`config.mk`:
```
export PLATFORM = sky130hd
export DESIGN_NAME = accumulator_bank
export DESIGN_NICKNAME = d
export VERILOG_FILES = /design/src/rtl/acc_pkg.sv /design/src/rtl/acc_lane_add.sv /design/src/rtl/accumulator_bank.sv
export SDC_FILE = /design/constraint.sdc
export NUM_CORES = 2
export LEC_CHECK = 0
export ABC_CLOCK_PERIOD_IN_PS = 3800
export BUFFER_PORTS_ARGS = -buffer_cell sky130_fd_sc_hd__buf_2
export CAP_MARGIN = 20
export CORE_AREA = 10 10 289 291
export DETAILED_ROUTE_END_ITERATION = 7
export DIE_AREA = 0 0 299 301
export PLACE_DENSITY = 0.77
export SYNTH_ARGS = -nofsm -noshare
export SYNTH_HDL_FRONTEND = slang
export SYNTH_HIERARCHICAL = 1
export SYNTH_SLANG_ARGS = --single-unit
```
`constraint.sdc`:
```
create_clock -name clk -period 3.8 [get_ports clk]
set_input_delay 0.76 -clock clk [delete_from_list [all_inputs] [get_ports clk]]
set_output_delay 0.76 -clock clk [all_outputs]
set_load 0.02 [all_outputs]
```
`src/rtl/acc_pkg.sv`:
```
// Shared types and helpers for the accumulator bank: drain FSM states,
// signed saturation limits for a given lane width, and a lane extractor
// for packed multi-lane vectors (lane i at bits [i*bw +: bw]).
package acc_pkg;

  typedef enum logic {
    ST_IDLE  = 1'b0,
    ST_DRAIN = 1'b1
  } drain_state_e;

  // Widest lane / packed vector the helpers can handle.
  localparam int unsigned MAX_LANE_BW = 64;
  localparam int unsigned MAX_VEC_BW  = 1024;

  // Most positive signed value of width bw (low bw bits are meaningful).
  function automatic logic [MAX_LANE_BW-1:0] sat_max(input int unsigned bw);
    return (MAX_LANE_BW'(1) << (bw - 1)) - MAX_LANE_BW'(1);
  endfunction

  // Most negative signed value of width bw (low bw bits are meaningful).
  function automatic logic [MAX_LANE_BW-1:0] sat_min(input int unsigned bw);
    return MAX_LANE_BW'(1) << (bw - 1);
  endfunction

  // Returns lane 'lane' of a packed vector; caller truncates to bw bits.
  function automatic logic [MAX_LANE_BW-1:0] lane_of(input logic [MAX_VEC_BW-1:0] vec,
                                                     input int unsigned lane,
                                                     input int unsigned bw);
    return MAX_LANE_BW'(vec >> (lane * bw));
  endfunction

endpackage

```
`src/rtl/acc_lane_add.sv`:
```
// One accumulator lane: signed add (or load when load_i), clamp or wrap on overflow.
// Ports: acc_i current lane value, val_i addend, load_i selects load instead of add,
//        sum_o next lane value, ovf_o high when the add left the signed range.
module acc_lane_add
  import acc_pkg::*;
#(
  parameter int unsigned VERTICAL_BW = 32,
  parameter bit          SATURATE    = 1'b1
) (
  input  logic [VERTICAL_BW-1:0] acc_i,
  input  logic [VERTICAL_BW-1:0] val_i,
  input  logic                   load_i,
  output logic [VERTICAL_BW-1:0] sum_o,
  output logic                   ovf_o
);

  localparam logic [VERTICAL_BW-1:0] POS_MAX = VERTICAL_BW'(sat_max(VERTICAL_BW));
  localparam logic [VERTICAL_BW-1:0] NEG_MIN = VERTICAL_BW'(sat_min(VERTICAL_BW));

  logic [VERTICAL_BW:0] sum_wide;
  logic                 ovf;

  always_comb begin
    // Sign-extend both operands so the extra bit captures the true sign.
    sum_wide = {acc_i[VERTICAL_BW-1], acc_i} + {val_i[VERTICAL_BW-1], val_i};
    // Result fits only when the two top bits agree.
    ovf      = sum_wide[VERTICAL_BW] ^ sum_wide[VERTICAL_BW-1];
    sum_o    = sum_wide[VERTICAL_BW-1:0];
    ovf_o    = 1'b0;
    if (load_i) begin
      sum_o = val_i;
    end else begin
      ovf_o = ovf;
      if (ovf && SATURATE) begin
        sum_o = sum_wide[VERTICAL_BW] ? NEG_MIN : POS_MAX;
      end
    end
  end

endmodule

```
`src/rtl/accumulator_bank.sv`:
```
// ACC_DEPTH rows of ARR_SIZE signed column sums; one row is drained lane by lane
// to the output buffer under a valid/ready handshake.
// Ports: accumulate (in_valid/in_entry/accumulated_val/acc_reset), drain request
//        (store_output/store_entry/op_buffer_address/store_ready), output buffer
//        write (output_data/output_buffer_addr/output_buffer_enable/output_buffer_ready),
//        sticky sat_flag. All outputs registered.
module accumulator_bank
  import acc_pkg::*;
#(
  parameter int unsigned ARR_SIZE    = 4,
  parameter int unsigned VERTICAL_BW = 32,
  parameter int unsigned ACC_DEPTH   = 4,
  parameter int unsigned ADDR_BW     = 4,
  parameter bit          SATURATE    = 1'b1
) (
  input  logic                            clk,
  input  logic                            rst,
  input  logic                            in_valid,
  input  logic [$clog2(ACC_DEPTH)-1:0]    in_entry,
  input  logic [ARR_SIZE*VERTICAL_BW-1:0] accumulated_val,
  input  logic                            acc_reset,
  input  logic                            store_output,
  input  logic [$clog2(ACC_DEPTH)-1:0]    store_entry,
  input  logic [ADDR_BW-1:0]              op_buffer_address,
  output logic                            store_ready,
  output logic [VERTICAL_BW-1:0]          output_data,
  output logic [ADDR_BW-1:0]              output_buffer_addr,
  output logic                            output_buffer_enable,
  input  logic                            output_buffer_ready,
  output logic                            sat_flag
);

  localparam int unsigned ROW_BW  = ARR_SIZE * VERTICAL_BW;
  localparam int unsigned BEAT_BW = (ARR_SIZE > 1) ? $clog2(ARR_SIZE) : 1;
  localparam logic [BEAT_BW-1:0] LAST_BEAT = BEAT_BW'(ARR_SIZE - 1);

  // ---------------- row array and lane adders ----------------
  logic [ROW_BW-1:0]   row_q [ACC_DEPTH];
  logic [ROW_BW-1:0]   cur_row;
  logic [ROW_BW-1:0]   sum_row;
  logic [ARR_SIZE-1:0] lane_ovf;
  logic                sat_q;

  assign cur_row = row_q[in_entry];

  for (genvar g = 0; g < ARR_SIZE; g++) begin : g_lane
    logic [VERTICAL_BW-1:0] val_lane;
    assign val_lane = VERTICAL_BW'(lane_of(MAX_VEC_BW'(accumulated_val), g, VERTICAL_BW));

    acc_lane_add #(
      .VERTICAL_BW(VERTICAL_BW),
      .SATURATE   (SATURATE)
    ) u_add (
      .acc_i (cur_row[g*VERTICAL_BW +: VERTICAL_BW]),
      .val_i (val_lane),
      .load_i(acc_reset),
      .sum_o (sum_row[g*VERTICAL_BW +: VERTICAL_BW]),
      .ovf_o (lane_ovf[g])
    );
  end

  always_ff @(posedge clk or negedge rst) begin
    if (!rst) begin
      for (int r = 0; r < ACC_DEPTH; r++) row_q[r] <= '0;
      sat_q <= 1'b0;
    end else if (in_valid) begin
      row_q[in_entry] <= sum_row;
      sat_q           <= sat_q | (|lane_ovf);
    end
  end

  // ---------------- drain FSM ----------------
  drain_state_e           state_q, state_d;
  logic [ROW_BW-1:0]      shadow_q, shadow_d;
  logic [ADDR_BW-1:0]     base_q, base_d;
  logic [BEAT_BW-1:0]     beat_q, beat_d;
  logic [VERTICAL_BW-1:0] data_q, data_d;
  logic [ADDR_BW-1:0]     addr_q, addr_d;

  always_ff @(posedge clk or negedge rst) begin
    if (!rst) begin
      state_q  <= ST_IDLE;
      shadow_q <= '0;
      base_q   <= '0;
      beat_q   <= '0;
      data_q   <= '0;
      addr_q   <= '0;
    end else begin
      state_q  <= state_d;
      shadow_q <= shadow_d;
      base_q   <= base_d;
      beat_q   <= beat_d;
      data_q   <= data_d;
      addr_q   <= addr_d;
    end
  end

  always_comb begin
    state_d  = state_q;
    shadow_d = shadow_q;
    base_d   = base_q;
    beat_d   = beat_q;
    data_d   = data_q;
    addr_d   = addr_q;
    case (state_q)
      ST_IDLE: begin
        if (store_output) begin
          // Snapshot reads the pre-update row, so a same-cycle add is not seen.
          state_d  = ST_DRAIN;
          shadow_d = row_q[store_entry];
          base_d   = op_buffer_address;
          beat_d   = '0;
          data_d   = VERTICAL_BW'(lane_of(MAX_VEC_BW'(row_q[store_entry]), 0, VERTICAL_BW));
          addr_d   = op_buffer_address;
        end
      end
      ST_DRAIN: begin
        if (output_buffer_ready) begin
          if (beat_q == LAST_BEAT) begin
            state_d = ST_IDLE;
          end else begin
            beat_d = beat_q + BEAT_BW'(1);
            data_d = VERTICAL_BW'(lane_of(MAX_VEC_BW'(shadow_q), int'(beat_d), VERTICAL_BW));
            // Address wraps naturally at ADDR_BW bits.
            addr_d = base_q + ADDR_BW'(beat_d);
          end
        end
      end
      default: state_d = ST_IDLE;
    endcase
  end

  always_comb begin
    store_ready          = (state_q == ST_IDLE);
    output_buffer_enable = (state_q == ST_DRAIN);
    output_data          = data_q;
    output_buffer_addr   = addr_q;
    sat_flag             = sat_q;
  end

endmodule

```
After elaboration in Yosys (flattened, before gate mapping)
Index checks and enable logic that the tools add are counted.
- flip-flop bits (word level): 684
- output and inout bits: 39
- logic and storage cells: 78
- $add $sub $neg: 6
- $lt $le $gt $ge: 3
- eq/ne operators: 4
- shift-type cells: 1
- muxes and demuxes: 41
- bitwise gates (word level): 8
- reductions and logical operators: 4
- operators by type and width (operator ; number):
    128-bit two-way mux ; 5
    128-bit binary-select mux with 2-bit select ; 2
    512-bit bitwise mux ; 1
    32-bit two-way mux ; 15
    128-bit demux with 2-bit select ; 1
    32-bit by 32-bit adder with 33-bit output ; 4
    128-bit by 7-bit right shift with 32-bit output ; 1
    32-bit one-hot mux with 2 select lines ; 1
    4-bit two-way mux ; 3
    4-bit one-hot mux with 2 select lines ; 1
    1-bit two-way mux ; 7
    3-bit >= comparator, second input constant ; 2
    2-bit two-way mux ; 3
    2-bit != test, second input constant ; 3
    2-bit inverter with 3-bit output ; 2
    4-bit by 2-bit adder with 4-bit output ; 1
    2-bit one-hot mux with 2 select lines ; 1
    4-bit OR reduction ; 1
    1-bit XOR ; 4
    3-bit by 1-bit less-than comparator with 1-bit output, second input constant ; 1
    3-bit AND reduction ; 1
    2-bit by 1-bit adder with 2-bit output, second input constant ; 1
    2-bit == test, second input constant ; 1
    1-bit one-hot mux with 2 select lines ; 1
    other kinds (4) ; 4

Logic depth before layout (Yosys ltp)
- depth in word-level cells: 9
- gate-level depth with buffers: 19

By module
The synthesis kept the hierarchy.
- by module, submodules not included (module ; instances ; cells an instance ; area an instance (um^2) ; seq. area each (um^2)):
    accumulator_bank ; 1 ; 2201 ; 32489.9 ; 17116.4
    acc_lane_add at g_lane[0].u_add ... ; 2 ; 369 ; 2538.7 ; 0.0
    acc_lane_add at g_lane[2].u_add ; 1 ; 361 ; 2428.6 ; 0.0
    acc_lane_add at g_lane[3].u_add ; 1 ; 380 ; 2407.3 ; 0.0

Worst setup path after synthesis
No wires, ideal clock.
- path kind: input to register
- start point: in in_entry[0]
- end point: reg row_q[416] (netlist name)
- setup time: 0.125 ns
- arrival: 4.361 ns
- data required time: 3.675 ns
- path slack: -0.685 ns
- cell stages on the path: 15
- path buffers: 4
- path through: buf_2 > buf_2 > buf_4 > mux4_2 > ha_1 > a211oi_2 > o21ai_2 > o2111a_1 > o31a_1 > and4_4 > buf_6 > or3_1 > a32o_1 > a31o_1 > mux2_2
- cells in the longest elaborated chain, start to end: 9
- ends and longest elaborated chain (element ; RTL line ; text):
    start, declared ; accumulator_bank.sv:19 ; input logic [$clog2(ACC_DEPTH)-1:0] in_entry,
    2-bit inverter with 3-bit output (not written as such) (*) ; accumulator_bank.sv:44 ; assign cur_row = row_q[in_entry];
    128-bit binary-select mux with 2-bit select (*) ; accumulator_bank.sv:44 ;
    128-bit two-way mux (not written as such) (*) (2 in a row) ; accumulator_bank.sv:44 ;
    via cur_row[33] ; accumulator_bank.sv:39 ; logic [ROW_BW-1:0] cur_row;
    32-bit by 32-bit adder with 33-bit output (*) ; acc_lane_add.sv:25 ; sum_wide = {acc_i[VERTICAL_BW-1], acc_i} + {val_i[VERTICAL_BW-1], val_i};
    32-bit two-way mux or 1-bit XOR (tied branches) ; acc_lane_add.sv:35, acc_lane_add.sv:27 ;
    32-bit two-way mux (*) ; acc_lane_add.sv:34 ; if (ovf && SATURATE) begin
    32-bit two-way mux (*) ; acc_lane_add.sv:30 ; if (load_i) begin
    via sum_row[32] ; accumulator_bank.sv:40 ; logic [ROW_BW-1:0] sum_row;
    512-bit bitwise mux (*) ; accumulator_bank.sv:67 ; row_q[in_entry] <= sum_row;
    end signal, assigned by index ; accumulator_bank.sv:67 ;
    end, declared ; accumulator_bank.sv:38 ; logic [ROW_BW-1:0] row_q [ACC_DEPTH];
Mark *: on every way through the listed nets, which the timed path passes. The rest lies on a longest branch. The select of a mux whose other input is x is not followed.
A chain may end at the register's enable or synchronous reset.

Final worst setup path
- start point: in in_entry[0]
- end point: reg row_q[350] (netlist name)
Same word-level chain as after synthesis.

==> results_dict.tcl <==
set metrics [dict create \
    yosysWarnings 6 \
    finalClockSkew_ns 0.0326 \
    dp_hpwl_um 95300 \
    synth_cell_type_count 94 \
    gp_congestion 0.973 \
    yosysTopAreaCell "dfrtp_1" \
    avgRoutedWirePerCell_um 29.1 \
    coreArea_mm2 0.0773 \
    antenna_found_initial 8 \
    die_h_um 301 \
    root_buffer "clkbuf_16" \
    reg2reg_to "row_q[338]$_DFFE_PN0P_" \
    cp-end-kind "flip-flop" \
    cts_tree "done" \
    drt_iter0_markers 4661 \
    synth_nets 3958 \
    drv_cap 0 \
    grt_pass1_wl_um 221000 \
    portBuffers 180 \
    ys_seq_area_share_pct 40.4 \
    synth-async-reset-ratio_pct 100 \
    fin_crit_sh_pct 112 \
    r2r_start "row_q[193]$_DFFE_PN0P_" \
    r2r_setup_slack_ns -0.20 \
    synthFlopType "dfrtp_1" \
    cts_buffers 78 \
    ir_drop_mv 0.490 \
    hold_viol 0 \
    area_growth_pct 35.0 \
    setup_viol 482 \
    cp-start-kind "primary input" \
    ys_ff_latch 684 \
    vias 38200 \
    fin_crit_ns 4.25 \
    synth_area_mm2 0.0424 \
    grt_pass1_vias 37400 \
    clk_latency_ns 0.68 \
    dieWidth_um 299 \
    cpLargestDelayFamily "compound AO/OA/AOI/OAI gates" \
    tightest_slew_ns 1.15 \
    fin_tns_setup_ns -86.73 \
    yosysTopAreaCellShare_pct 40.4 \
    synthTopCellsByArea "dfrtp_1 (40%), mux2_2 (15%), mux4_2 (14%)" \
    track_usage_pct 31.4 \
    status "complete, but fails checks" \
    nFillCells 4480 \
    drt_wl_total_um 163000 \
    drc 0 \
    p_leak_nw 25.2 \
    cp.required_ns 4.35 \
    ios 181 \
    first_pass_iters 6 \
    maxSlewViolCount 0 \
    clockBufferDepth 3 \
    cpPeakStageDelay_ns 0.54 \
    min_path_type "primary input to async pin" \
    cp_cell_sequence "buf_16, buf_4, buf_12, buf_16, mux4_2, ha_4, buf_6, and2_4, buf_6, nand4_1, a211o_1, buf_6, nand4_1, a211oi_2, buf_4, a211o_1, a211oi_4, a211oi_4, mux2_2" \
    critPathBufInv 8 \
    cp-startpoint "in_entry[0]" \
    crit_slowest_cell "mux4_2" \
    clock-sinks 684 \
    violations "setup timing" \
    cts-htree-levels 3 \
    drive_gt1_share_pct 50.6 \
    drtAntennaViolNets 0 \
    synth_area_per_cell_um2 11.5 \
    max-slew-margin-rel_pct 23.1 \
    rows 102 \
    arrival_ns 4.81 \
    rsz0062_at_grt "yes" \
    crit_top_cell "buf_6" \
    nets 4754 \
    post-route-util_pct 74.0 \
    p_per_area_mw_per_mm2 995 \
    synth-edff-count 0 \
    clk_pin_slew_ns 0.06 \
    grt_max_degree 133 \
    max_freq_mhz 235 \
    synthCells 3680 \
    dieArea_mm2 0.0900 \
    setup_ws_ns -0.452 \
    critPathKind "primary input to flip-flop" \
    crit_fanout 7 \
    grt_overflow_total 0 \
    initial_core_util_pct 54.8 \
    reg2reg_depth 15 \
    via_per_inst 6.84 \
]
timing repair:
item	in CTS	in global routing
resized for setup	285	402
cloned	7	2
pin swaps	52	135
buffers inserted	73	79
hold buffers	0	0
setup endpoints to repair	505	509
synth_stat cells, types with 8 or more instances:
library cell	n
nor3_1	24
o311ai_0	12
buf_1	19
a21oi_1	161
dfrtp_1	684
o21bai_1	11
nor2_1	118
a31oi_1	25
nand2_1	637
a211o_1	8
clkbuf_1	70
mux4_2	270
o21ai_1	38
o311ai_1	21
o31ai_1	15
o22ai_1	43
buf_4	38
o21ai_0	86
buf_6	10
ha_1	131
nand4_1	23
o311ai_2	16
xor2_1	41
xnor2_1	58
a41oi_1	8
and3_1	17
o21a_1	12
a211oi_1	11
nand2b_1	26
inv_1	44
nor2b_1	26
a2bb2oi_1	20
and2_1	13
a21o_1	49
or3_1	10
buf_2	111
nand3_1	45
mux2_2	548
o211ai_1	41
state kept, by name, indices dropped and copies added, names as in the netlist:
name and flops:
base_q 4, row_q 512, output_buffer_addr 4, sat_flag 1
shadow_q 128, output_buffer_enable 1, output_data 32, beat_q 2
layout make-up:
cell class              count  area [um2]  share of cell area (%)
flip-flops and latches    684       17100                    29.9
well taps                1040        1300                    2.27
diodes                      3        7.51                  0.0131
clock buffers             104        2190                    3.83
repair buffers            966        8110                    14.2
multi-input cells        2701       27700                    48.3
inverters                  45         169                   0.295
clock inverters            38         682                    1.19
routing by layer:
metal  GRT usage [%]  vias to the layer above  share of wire [%]
met2            51.4                     2815                 47
met3            7.28                      972                 11
met5               0                        -              0.039
met1            37.2                    19000                 34
li1                -                    15300                  -
met4            20.2                       10                8.8
layout by cell type, fill, tap and decap left out, drive strengths merged, types with 41 or more instances in the layout:
cell type / Yosys / layout
a21o: 49 / 49
a21oi: 163 / 163
buf: 179 / 964
clkbuf: 71 / 106
dfrtp: 684 / 684
ha: 131 / 131
inv: 45 / 48
mux2: 548 / 548
mux4: 270 / 270
nand2: 640 / 640
nand3: 45 / 45
nor2: 118 / 118
o211ai: 42 / 42
o21ai: 129 / 129
o22ai: 45 / 45
o311ai: 49 / 49
xnor2: 58 / 58
xor2: 41 / 41
per-stage QoR:
stage,setup slack (ns),instances,hold WS [ns],power [mW],area [um2]
after floorplan,-0.384,3680,0.440,29.6,43200
after global placement,-1.11,5302,0.453,39.2,49400
after detailed placement,-1.20,5302,0.457,40.0,49400
after CTS,-0.127,5517,0.0394,51.2,54800
after global routing,-0.462,5580,0.0272,59.0,57200
final,-0.452,5581,0.0138,57.0,57200
cell families (layout without fill, tap and decap cells):
| kind of cell | count (synthesis) | after routing | share of synthesized area, % |
|---|---|---|---|
| AOI/OAI and AO/OA | 662 | 662 | 11.0 |
| muxes | 825 | 825 | 29.1 |
| buffers and inverters | 295 | 1153 | 3.48 |
| DFF | 684 | 684 | 40.4 |
| and+or+nand+nor | 979 | 979 | 9.99 |
| other | 0 | 3 | 0 |
| xor gates and xnor gates | 99 | 99 | 2.04 |
| adders and majority gates | 136 | 136 | 4.10 |
where the power goes:
group,internal [mW],switching [mW]
Combinational,17.0,17.3
Clock,5.06,3.42
Sequential,10.9,3.30
Total,33.0,24.0
worst max-delay path by stage:
stage               slack (ns)                     end  cells past startpoint
floorplan                -0.38  row_q[400]$_DFFE_PN0P_                     16
global placement         -1.11  row_q[131]$_DFFE_PN0P_                     18
detailed placement       -1.20   row_q[85]$_DFFE_PN0P_                     14
CTS                      -0.13  row_q[385]$_DFFE_PN0P_                     19
global route             -0.46  row_q[220]$_DFFE_PN0P_                     18
finish                   -0.45  row_q[350]$_DFFE_PN0P_                     19
Power figures use the tool's default switching activity.
